## src/rtl/sop_eval_prog.sv

```systemverilog
// Programmable sum-of-products evaluator: a 2-stage valid/ready pipeline with a drain-then-write term table.
// Define SOP_TERM_HIT_EN to add the term_hit output (per-term match vector aligned with f_out).
module sop_eval_prog #(
  parameter int N_IN   = 5,
  parameter int N_TERM = 6,
  localparam int IDX_W = (N_TERM > 1) ? $clog2(N_TERM) : 1
) (
  input  logic              clk,
  input  logic              rst_n,
  input  logic              cfg_we,
  input  logic [IDX_W-1:0]  cfg_idx,
  input  logic [N_IN-1:0]   cfg_care,
  input  logic [N_IN-1:0]   cfg_val,
  input  logic              cfg_ten,
  output logic              cfg_ack,
  input  logic              in_valid,
  input  logic [N_IN-1:0]   in_vec,
  output logic              in_ready,
  output logic              out_valid,
  output logic              f_out,
  input  logic              out_ready,
  output logic [15:0]       eval_cnt
`ifdef SOP_TERM_HIT_EN
  ,
  output logic [N_TERM-1:0] term_hit
`endif
);

  localparam logic [1:0] ST_RUN   = 2'd0;
  localparam logic [1:0] ST_DRAIN = 2'd1;
  localparam logic [1:0] ST_CFG   = 2'd2;

  logic [1:0]        state_q, state_d;
  logic [N_IN-1:0]   care_q [N_TERM];
  logic [N_IN-1:0]   care_d [N_TERM];
  logic [N_IN-1:0]   val_q  [N_TERM];
  logic [N_IN-1:0]   val_d  [N_TERM];
  logic [N_TERM-1:0] ten_q, ten_d;

  logic              vld_p1_q, vld_p1_d;
  logic [N_TERM-1:0] match_p1_q, match_p1_d;
  logic              vld_p2_q, vld_p2_d;
  logic              f_p2_q, f_p2_d;
  logic [N_TERM-1:0] hit_p2_q, hit_p2_d;
  logic [15:0]       eval_cnt_q, eval_cnt_d;

  logic              pipe_empty, adv_p1, adv_p2, in_fire, out_fire;
  logic [N_TERM-1:0] match_c;

  assign pipe_empty = !vld_p1_q && !vld_p2_q;
  assign adv_p2     = !vld_p2_q || out_ready;
  assign adv_p1     = !vld_p1_q || adv_p2;
  // A pending write blocks new inputs so the table swap sees an empty pipe.
  assign in_ready   = rst_n && (state_q == ST_RUN) && !cfg_we && adv_p1;
  assign in_fire    = in_valid && in_ready;
  assign out_fire   = vld_p2_q && out_ready;

  assign cfg_ack    = (state_q == ST_CFG);
  assign out_valid  = vld_p2_q;
  assign f_out      = f_p2_q;
  assign eval_cnt   = eval_cnt_q;
`ifdef SOP_TERM_HIT_EN
  assign term_hit   = hit_p2_q;
`endif

  always_comb begin
    for (int t = 0; t < N_TERM; t++) begin
      match_c[t] = ten_q[t] && (((in_vec ^ val_q[t]) & care_q[t]) == '0);
    end
  end

  always_comb begin
    state_d = state_q;
    care_d  = care_q;
    val_d   = val_q;
    ten_d   = ten_q;
    case (state_q)
      ST_RUN:   if (cfg_we) state_d = pipe_empty ? ST_CFG : ST_DRAIN;
      ST_DRAIN: if (pipe_empty) state_d = ST_CFG;
      ST_CFG: begin
        state_d = ST_RUN;
        if (32'(cfg_idx) < 32'(N_TERM)) begin
          care_d[cfg_idx] = cfg_care;
          val_d[cfg_idx]  = cfg_val;
          ten_d[cfg_idx]  = cfg_ten;
        end
      end
      default:  state_d = ST_RUN;
    endcase
  end

  always_comb begin
    vld_p1_d   = vld_p1_q;
    match_p1_d = match_p1_q;
    vld_p2_d   = vld_p2_q;
    f_p2_d     = f_p2_q;
    hit_p2_d   = hit_p2_q;
    eval_cnt_d = eval_cnt_q;
    // stage 1: capture the per-term match vector
    if (adv_p1) begin
      vld_p1_d = in_fire;
      if (in_fire) match_p1_d = match_c;
    end
    // stage 2: reduce to the SOP result
    if (adv_p2) begin
      vld_p2_d = vld_p1_q;
      if (vld_p1_q) begin
        f_p2_d   = |match_p1_q;
        hit_p2_d = match_p1_q;
      end
    end
    if (out_fire && (eval_cnt_q != 16'hFFFF)) eval_cnt_d = eval_cnt_q + 16'd1;
  end

  always_ff @(posedge clk or negedge rst_n) begin
    if (!rst_n) begin
      state_q    <= ST_RUN;
      ten_q      <= '0;
      for (int t = 0; t < N_TERM; t++) begin
        care_q[t] <= '0;
        val_q[t]  <= '0;
      end
      vld_p1_q   <= 1'b0;
      match_p1_q <= '0;
      vld_p2_q   <= 1'b0;
      f_p2_q     <= 1'b0;
      hit_p2_q   <= '0;
      eval_cnt_q <= '0;
    end else begin
      state_q    <= state_d;
      ten_q      <= ten_d;
      care_q     <= care_d;
      val_q      <= val_d;
      vld_p1_q   <= vld_p1_d;
      match_p1_q <= match_p1_d;
      vld_p2_q   <= vld_p2_d;
      f_p2_q     <= f_p2_d;
      hit_p2_q   <= hit_p2_d;
      eval_cnt_q <= eval_cnt_d;
    end
  end

endmodule

```

## config.mk

```make
export PLATFORM = sky130hd
export DESIGN_NAME = sop_eval_prog
export DESIGN_NICKNAME = d
export VERILOG_FILES = /design/src/rtl/sop_eval_prog.sv
export SDC_FILE = /design/constraint.sdc
export NUM_CORES = 1
export LEC_CHECK = 0
export CAP_MARGIN = 25
export CELL_PAD_IN_SITES_DETAIL_PLACEMENT = 0
export CELL_PAD_IN_SITES_GLOBAL_PLACEMENT = 2
export CORE_AREA = 2 2 106 108
export DETAILED_ROUTE_END_ITERATION = 10
export DIE_AREA = 0 0 108 110
export PLACE_DENSITY_LB_ADDON = 0.1
export SLEW_MARGIN = 20
export SYNTH_ARGS = -nofsm -noshare
export SYNTH_HDL_FRONTEND = slang
export SYNTH_SLANG_ARGS = --single-unit
```

## constraint.sdc

```tcl
create_clock -name clk -period 2.44 [get_ports clk]
set_clock_uncertainty 0.05 [all_clocks]
set_input_delay 0.366 -clock clk [delete_from_list [all_inputs] [get_ports clk]]
set_output_delay 0.366 -clock clk [all_outputs]
set_load 0.03 [all_outputs]
```

==> impl_metrics.csv, run 1 <==
group,metric,value,unit
cts,clockBufferDepth,2,
critical_path,path_cells,"nor2b_1, clkdlybuf4s50_1",
drt,drt-vias-per-instance,5.03,
grt,top_usage_layer,"met2",
timing,fin_tns_setup,0,ns
power,power.leakage,0.00219,µW
logic_synthesis,synth-edff-count,0,
critical_path,cp.arrival,1.72,ns
timing,hold_violations,1,
cts,clock_sinks,93,
logic_synthesis,synth.cells.most_frequent,"93 x dfrtp_1, 65 x mux2_2, 42 x xor2_1",
die,core,0.0107,mm²
die,io_pins,44,
timing,min_period,2.14,ns
die,die_w,108,µm
cts,postCtsSetupRepairBufs,0,
timing,worstMarginPinSlew,0.551,ns
logic_synthesis,yosysWarnings,0,
timing,fin_crit_sh,0.875,
logic_synthesis,synth_cell_type_count,35,
critical_path,required,2.02,ns
logic_synthesis,yosysTopAreaCell,"dfrtp_1",
timing,drv_slew,0,
logic_synthesis,synthArstFlopShare,1.00,
drt,first_iter_violations,161,
grt,antenna_found_initial,0,
critical_path,cp_max_fo,4,
finish,area_growth,20.0,%
placed_design,dpl_cell_area,0.00474,mm²
cts,cts_tree,"done",
timing,setup_viol,0,
cts,numCtsBuffers,9,
die,die_area,0.0119,mm²
finish,fin_area,0.00496,mm²
grt,grt_usage,0.160,
power,peakVddDrop,0.328,mV
critical_path,cp.depth,2,
timing,whs,-0.00122,ns
job,max-cap-violations,0,
grt,grt_pass1_wl,14.0,mm
drt,vias,2555,
grt,use_met3,0.0270,
logic_synthesis,synth_most_common_cell,"dfrtp_1",
logic_synthesis,synth_flop_cell,"dfrtp_1",
timing,max-slew-margin-rel,0.631,
die,fp.dieH,110,µm
grt,grt-ovfl-total,0,
critical_path,r2r_setup_slack,0.42,ns
timing,rsz0062_at_grt,"false",
cts,clock_latency,0.36,ns
hold_path,hold_class,"input pin to async pin",
die,row_count,38,
logic_synthesis,synth.yosys.seq_area_share,0.563,
drt,drc,0,
timing,max_clock_freq,468,MHz
logic_synthesis,ys_seq_elements,93,
critical_path,crit_family,"buffers and inverters",
cts,htree_levels,3,
finish,fin_nets,389,
logic_synthesis,syn_nets,342,
finish,drive_gt1_frac,0.255,
logic_synthesis,synth_area,0.00414,mm²
critical_path,slowest_delay,0.72,ns
drt,wl_per_cell,16.9,µm
grt,grt_use_met2,0.257,
placed_design,place.gp.congestion,0.733,
finish,final_util,0.464,
cts,path_clk_slew,0.09,ns
finish,finalNonFillerCells,508,
logic_synthesis,synth_area_leaders,"dfrtp_1 56%, mux2_2 18%, xor2_1 8.9%",
critical_path,reg2reg_depth,6,
grt,grt_use_met1,0.213,
placed_design,numPortBuffers,43,
logic_synthesis,syn_inst,317,
critical_path,cp-end-kind,"primary output",
critical_path,slowest_stage,"clkdlybuf4s50_1",
grt,grt_pass1_vias,2572,
placed_design,dp_cells,493,
drt,drt-pass1-iter-count,5,
critical_path,path_buf_inv,1,
cts,post_cts_resize_count,0,
placed_design,dp_hpwl,5.92,mm
finish,antenna_cells,0,
drt,postRouteAntennaNets,0,
drt,wl,8.56,mm
run_status,status,"finished with violations",
grt,grt_start_max_net_pins,94,
power,p_per_area,1010,mW/mm²
critical_path,critPathKind,"register to primary output",
critical_path,startpoint_type,"register",
logic_synthesis,netlist.area_leader.share,0.563,
cts,cts_hold_buf,0,
die,initial_core_util,0.387,
run_status,violations,"negative hold slack",
cts,clock-root-buffer,"clkbuf_8",
logic_synthesis,syn_avg_cell_area,13.0,µm²
-- through the flow --
stage / setup WS, ns / hold WS (ns) / total power, µW
2_1_floorplan: 0.489 / 0.0204 / 3460
3_3_place_gp: 0.320 / 0.414 / 3890
3_5_place_dp: 0.325 / 0.425 / 3940
4_1_cts: 0.271 / 0.0638 / 5110
5_1_grt: 0.218 / 0.0456 / 5390
6_report: 0.304 / -0.00122 / 5020
-- flip-flops by register name, summed over array words and instances (netlist names) --
register    count
care_q         30
val_q          30
eval_cnt       16
match_p1_q      6
ten_q           6
state_q         2
f_out           1
out_valid       1
vld_p1_q        1
-- layer usage --
| metal | vias to the layer above | share of wire |
|---|---|---|
| met4 | 0 | 0.023 |
| met5 | - | 0 |
| li1 | 1221 | - |
| met1 | 1282 | 0.47 |
| met2 | 40 | 0.47 |
| met3 | 12 | 0.034 |
-- worst register-to-register path, stage by stage, from the launching register on --
cell     delay [ns]
dfrtp_1        0.44
ha_1           0.23
nand4_2        0.22
nor4_4         0.50
buf_4          0.24
nor4_1         0.07
xor2_1         0.16
-- layout by cell type, fill, tap and decap left out, drive strengths merged, types with 3 or more instances in the layout --
cell type       n
clkdlybuf4s50  41
buf             9
nand4          13
xor2           42
a22oi          12
nand3           7
nor3b           3
nor3            9
mux2           67
dfrtp          93
clkbuf         12
nand2          20
nor4            4
o21ai           6
nor2            6
xnor2           3
-- logic make-up after synthesis --
group / count (synthesis) / share of synthesized area
DFF: 93 / 0.563
and+or+nand+nor: 75 / 0.107
muxes: 67 / 0.182
xor gates and xnor gates: 45 / 0.0953
AOI/OAI and AO/OA: 21 / 0.0336
buffers and inverters: 15 / 0.0163
adders and majority gates: 1 / 0.00302
-- path summary, 6_finish.rpt --
path,from,endpoint
hold / removal,rst_n,eval_cnt[6]$_DFFE_PN0P_
setup reg to reg,eval_cnt[0]$_DFFE_PN0P_,eval_cnt[7]$_DFFE_PN0P_
setup / recovery,state_q[0]$_DFFE_PN0P_,cfg_ack
max in group asynchronous,rst_n,eval_cnt[8]$_DFFE_PN0P_
min in group clk,match_p1_q[0]$_DFFE_PN0P_,match_p1_q[0]$_DFFE_PN0P_
hold reg to reg,match_p1_q[0]$_DFFE_PN0P_,match_p1_q[0]$_DFFE_PN0P_
-- area by class of cell --
cell class | count | area [µm²]
inverter | 1 | 3.75
fill | 1012 | 5740
clock buffer | 12 | 155
multi-input combinational | 209 | 1740
sequential | 93 | 2330
tap | 140 | 175
clock inverter | 3 | 68.8
timing repair buffer | 50 | 490
-- where the power goes --
part | internal, µW | switching, µW
logic | 760 | 586
registers | 2150 | 379
clock network | 631 | 522
total | 3540 | 1490
No activity file was read; power rests on OpenSTA's default activity.
==> inputs of run 2 (changes only) <==
--- a/config.mk
+++ b/config.mk
@@ -12,6 +12,7 @@
 export DETAILED_ROUTE_END_ITERATION = 10
 export DIE_AREA = 0 0 108 110
 export PLACE_DENSITY_LB_ADDON = 0.1
+export SETUP_SLACK_MARGIN = 0.1
 export SLEW_MARGIN = 20
 export SYNTH_ARGS = -nofsm -noshare
 export SYNTH_HDL_FRONTEND = slang
==> results of run 2 <==
Final layout, timing and power as in run 1 (identical DEF).
==> inputs of run 3 (changes only) <==
--- a/config.mk
+++ b/config.mk
@@ -11,7 +11,7 @@
 export CORE_AREA = 2 2 106 108
 export DETAILED_ROUTE_END_ITERATION = 10
 export DIE_AREA = 0 0 108 110
-export PLACE_DENSITY_LB_ADDON = 0.1
+export PLACE_DENSITY = 0.84
 export SETUP_SLACK_MARGIN = 0.1
 export SLEW_MARGIN = 20
 export SYNTH_ARGS = -nofsm -noshare
==> run 3 against run 2 <==
Against the previous run: the run now ends clean; final area barely moved; via count rose by 0.86%; setup slack improved by 0.011 ns; critical path depth did not move; combinational power barely moved; global-route usage fell by 0.51 points; die area did not move; clock-buffer cell count fell by 2; register-to-register slack improved by 0.10 ns; wire length fell by 2.5%.
==> impl_metrics.csv, run 3 (same netlist as run 1, synthesis figures left out) <==
group,metric,value,unit
run_status,status,"finished clean",
finish,fill_cells,1003,
cts,cts_hold_buf,0,
drt,wl,8.35,mm
die,fp.dieH,110,µm
placed_design,place.gp.congestion,0.761,
critical_path,slowest_stage,"clkdlybuf4s50_1",
critical_path,timing.rr.start,"eval_cnt[0]$_DFFE_PN0P_",
die,io_pins,44,
timing,rsz0062_at_grt,"false",
critical_path,crit_family,"buffers and inverters",
finish,antenna_cells,0,
die,die_area,0.0119,mm²
cts,clock_latency,0.35,ns
critical_path,slowest_delay,0.70,ns
placed_design,dp_hpwl,5.99,mm
timing,min_period,2.12,ns
drt,drc,0,
cts,clockBufferDepth,2,
grt,grt-ovfl-total,0,
critical_path,r2r_setup_slack,0.52,ns
grt,use_met3,0.0317,
power,comb_power_share,0.269,
critical_path,path_buf_inv,1,
critical_path,path_cells,"nor2b_1, clkdlybuf4s50_1",
timing,max_clock_freq,471,MHz
timing,worst_slack,0.315,ns
die,die_w,108,µm
grt,antenna_found_initial,0,
power,peakVddDrop,0.479,mV
drt,drt-vias-per-instance,5.05,
drt,drt-pass1-iter-count,4,
cts,path_clk_slew,0.09,ns
grt,grt_use_met2,0.262,
critical_path,startpoint_type,"register",
power,clock_power_share,0.231,
finish,fin_area,0.00496,mm²
critical_path,reg2reg_depth,6,
finish,area_growth,20.0,%
power,p_per_area,1020,mW/mm²
critical_path,cp_max_fo,4,
power,switching_power,1540,µW
timing,worstMarginPinSlew,0.723,ns
finish,final_util,0.464,
timing,drv_slew,0,
grt,grt_use_met1,0.205,
critical_path,cp.arrival,1.71,ns
critical_path,cp-end-kind,"primary output",
power,swShare,0.305,
power,power.leakage,0.00220,µW
timing,fin_crit_sh,0.871,
timing,max-slew-margin-rel,0.518,
drt,wl_per_cell,16.4,µm
critical_path,required,2.02,ns
timing,setup_viol,0,
power,pwr-share-seq,0.501,
grt,grt_pass1_vias,2623,
cts,clock_sinks,93,
cts,post_cts_resize_count,0,
cts,clock-root-buffer,"clkbuf_8",
cts,cts_tree,"done",
timing,hold_violations,0,
cts,htree_levels,3,
cts,postCtsSetupRepairBufs,0,
cts,numCtsBuffers,9,
timing,fin_tns_setup,0,ns
finish,drive_gt1_frac,0.262,
grt,top_usage_layer,"met2",
grt,grt_start_max_net_pins,58,
placed_design,dpl_cell_area,0.00473,mm²
drt,first_iter_violations,82,
drt,postRouteAntennaNets,0,
die,row_count,38,
grt,grt_pass1_wl,13.9,mm
grt,grt_usage,0.155,
finish,layout_commonest_cell,"dfrtp_1",
placed_design,pre_cts_ws,0.350,ns
critical_path,worstReg2RegEnd,"eval_cnt[2]$_DFFE_PN0P_",
critical_path,critPathKind,"register to primary output",
drt,vias,2577,
placed_design,numPortBuffers,43,
die,core,0.0107,mm²
job,max-cap-violations,0,
finish,fin_nets,390,
hold_path,hold_class,"input pin to async pin",
die,initial_core_util,0.387,
power,internal_power,3520,µW
finish,most-common-layout-cells,"93 x dfrtp_1, 65 x mux2_2, 42 x xor2_1, 41 x clkdlybuf4s50_1, 20 x nand2_1",
==> run 3: cell count changes in the layout (fill, tap and decap cells not counted), sizes merged <==
cell      previous run  this run
buf                  9        10
clkinvlp             0         1
inv                  1         2
clkinv               1         2
clkbuf              12        10
==> run 3: worst max-delay path by stage <==
stage	slack, ns	depth (start not counted)	endpoint	start
2_1_floorplan	0.49	6	eval_cnt[7]$_DFFE_PN0P_	eval_cnt[0]$_DFFE_PN0P_
4_1_cts	0.29	2	cfg_ack	state_q[0]$_DFFE_PN0P_
3_3_place_gp	0.34	5	eval_cnt[13]$_DFFE_PN0P_	out_ready
6_report	0.32	2	cfg_ack	state_q[0]$_DFFE_PN0P_
5_1_grt	0.22	2	cfg_ack	state_q[0]$_DFFE_PN0P_
3_5_place_dp	0.35	4	care_q[27]$_DFFE_PN0P_	cfg_idx[1]
==> run 3: metal layers <==
| layer | vias up | routed length (µm) |
|---|---|---|
| li1 | 1223 | - |
| met1 | 1309 | 3900 |
| met2 | 38 | 4130 |
| met3 | 7 | 252 |
| met4 | 0 | 70 |
| met5 | - | 0 |
==> run 3: power by group through the flow <==
stage | sequential [µW] | combinational (µW) | clock [µW]
2_1_floorplan | 2550 | 906 | 0
3_3_place_gp | 2540 | 1350 | 0
3_5_place_dp | 2570 | 1380 | 0
4_1_cts | 2540 | 1380 | 1200
5_1_grt | 2620 | 1510 | 1270
6_report | 2530 | 1360 | 1170
==> run 3: metrics by stage <==
stage / hold WS [ns] / cells / total power [µW]
4_1_cts: 0.0335 / 510 / 5120
3_3_place_gp: 0.414 / 494 / 3890
5_1_grt: 0.0417 / 510 / 5400
2_1_floorplan: 0.0204 / 317 / 3460
6_report: 0.0206 / 510 / 5060
3_5_place_dp: 0.423 / 494 / 3950
==> run 3: final cells by class <==
| cell class | count | area, µm² | area share |
|---|---|---|---|
| clock buffer | 10 | 138 | 0.0277 |
| clock inverter | 6 | 93.8 | 0.0189 |
| inverter | 1 | 3.75 | 0.000756 |
| multi-input combinational | 209 | 1740 | 0.351 |
| sequential | 93 | 2330 | 0.469 |
| tap | 140 | 175 | 0.0353 |
| timing repair buffer | 51 | 485 | 0.0978 |
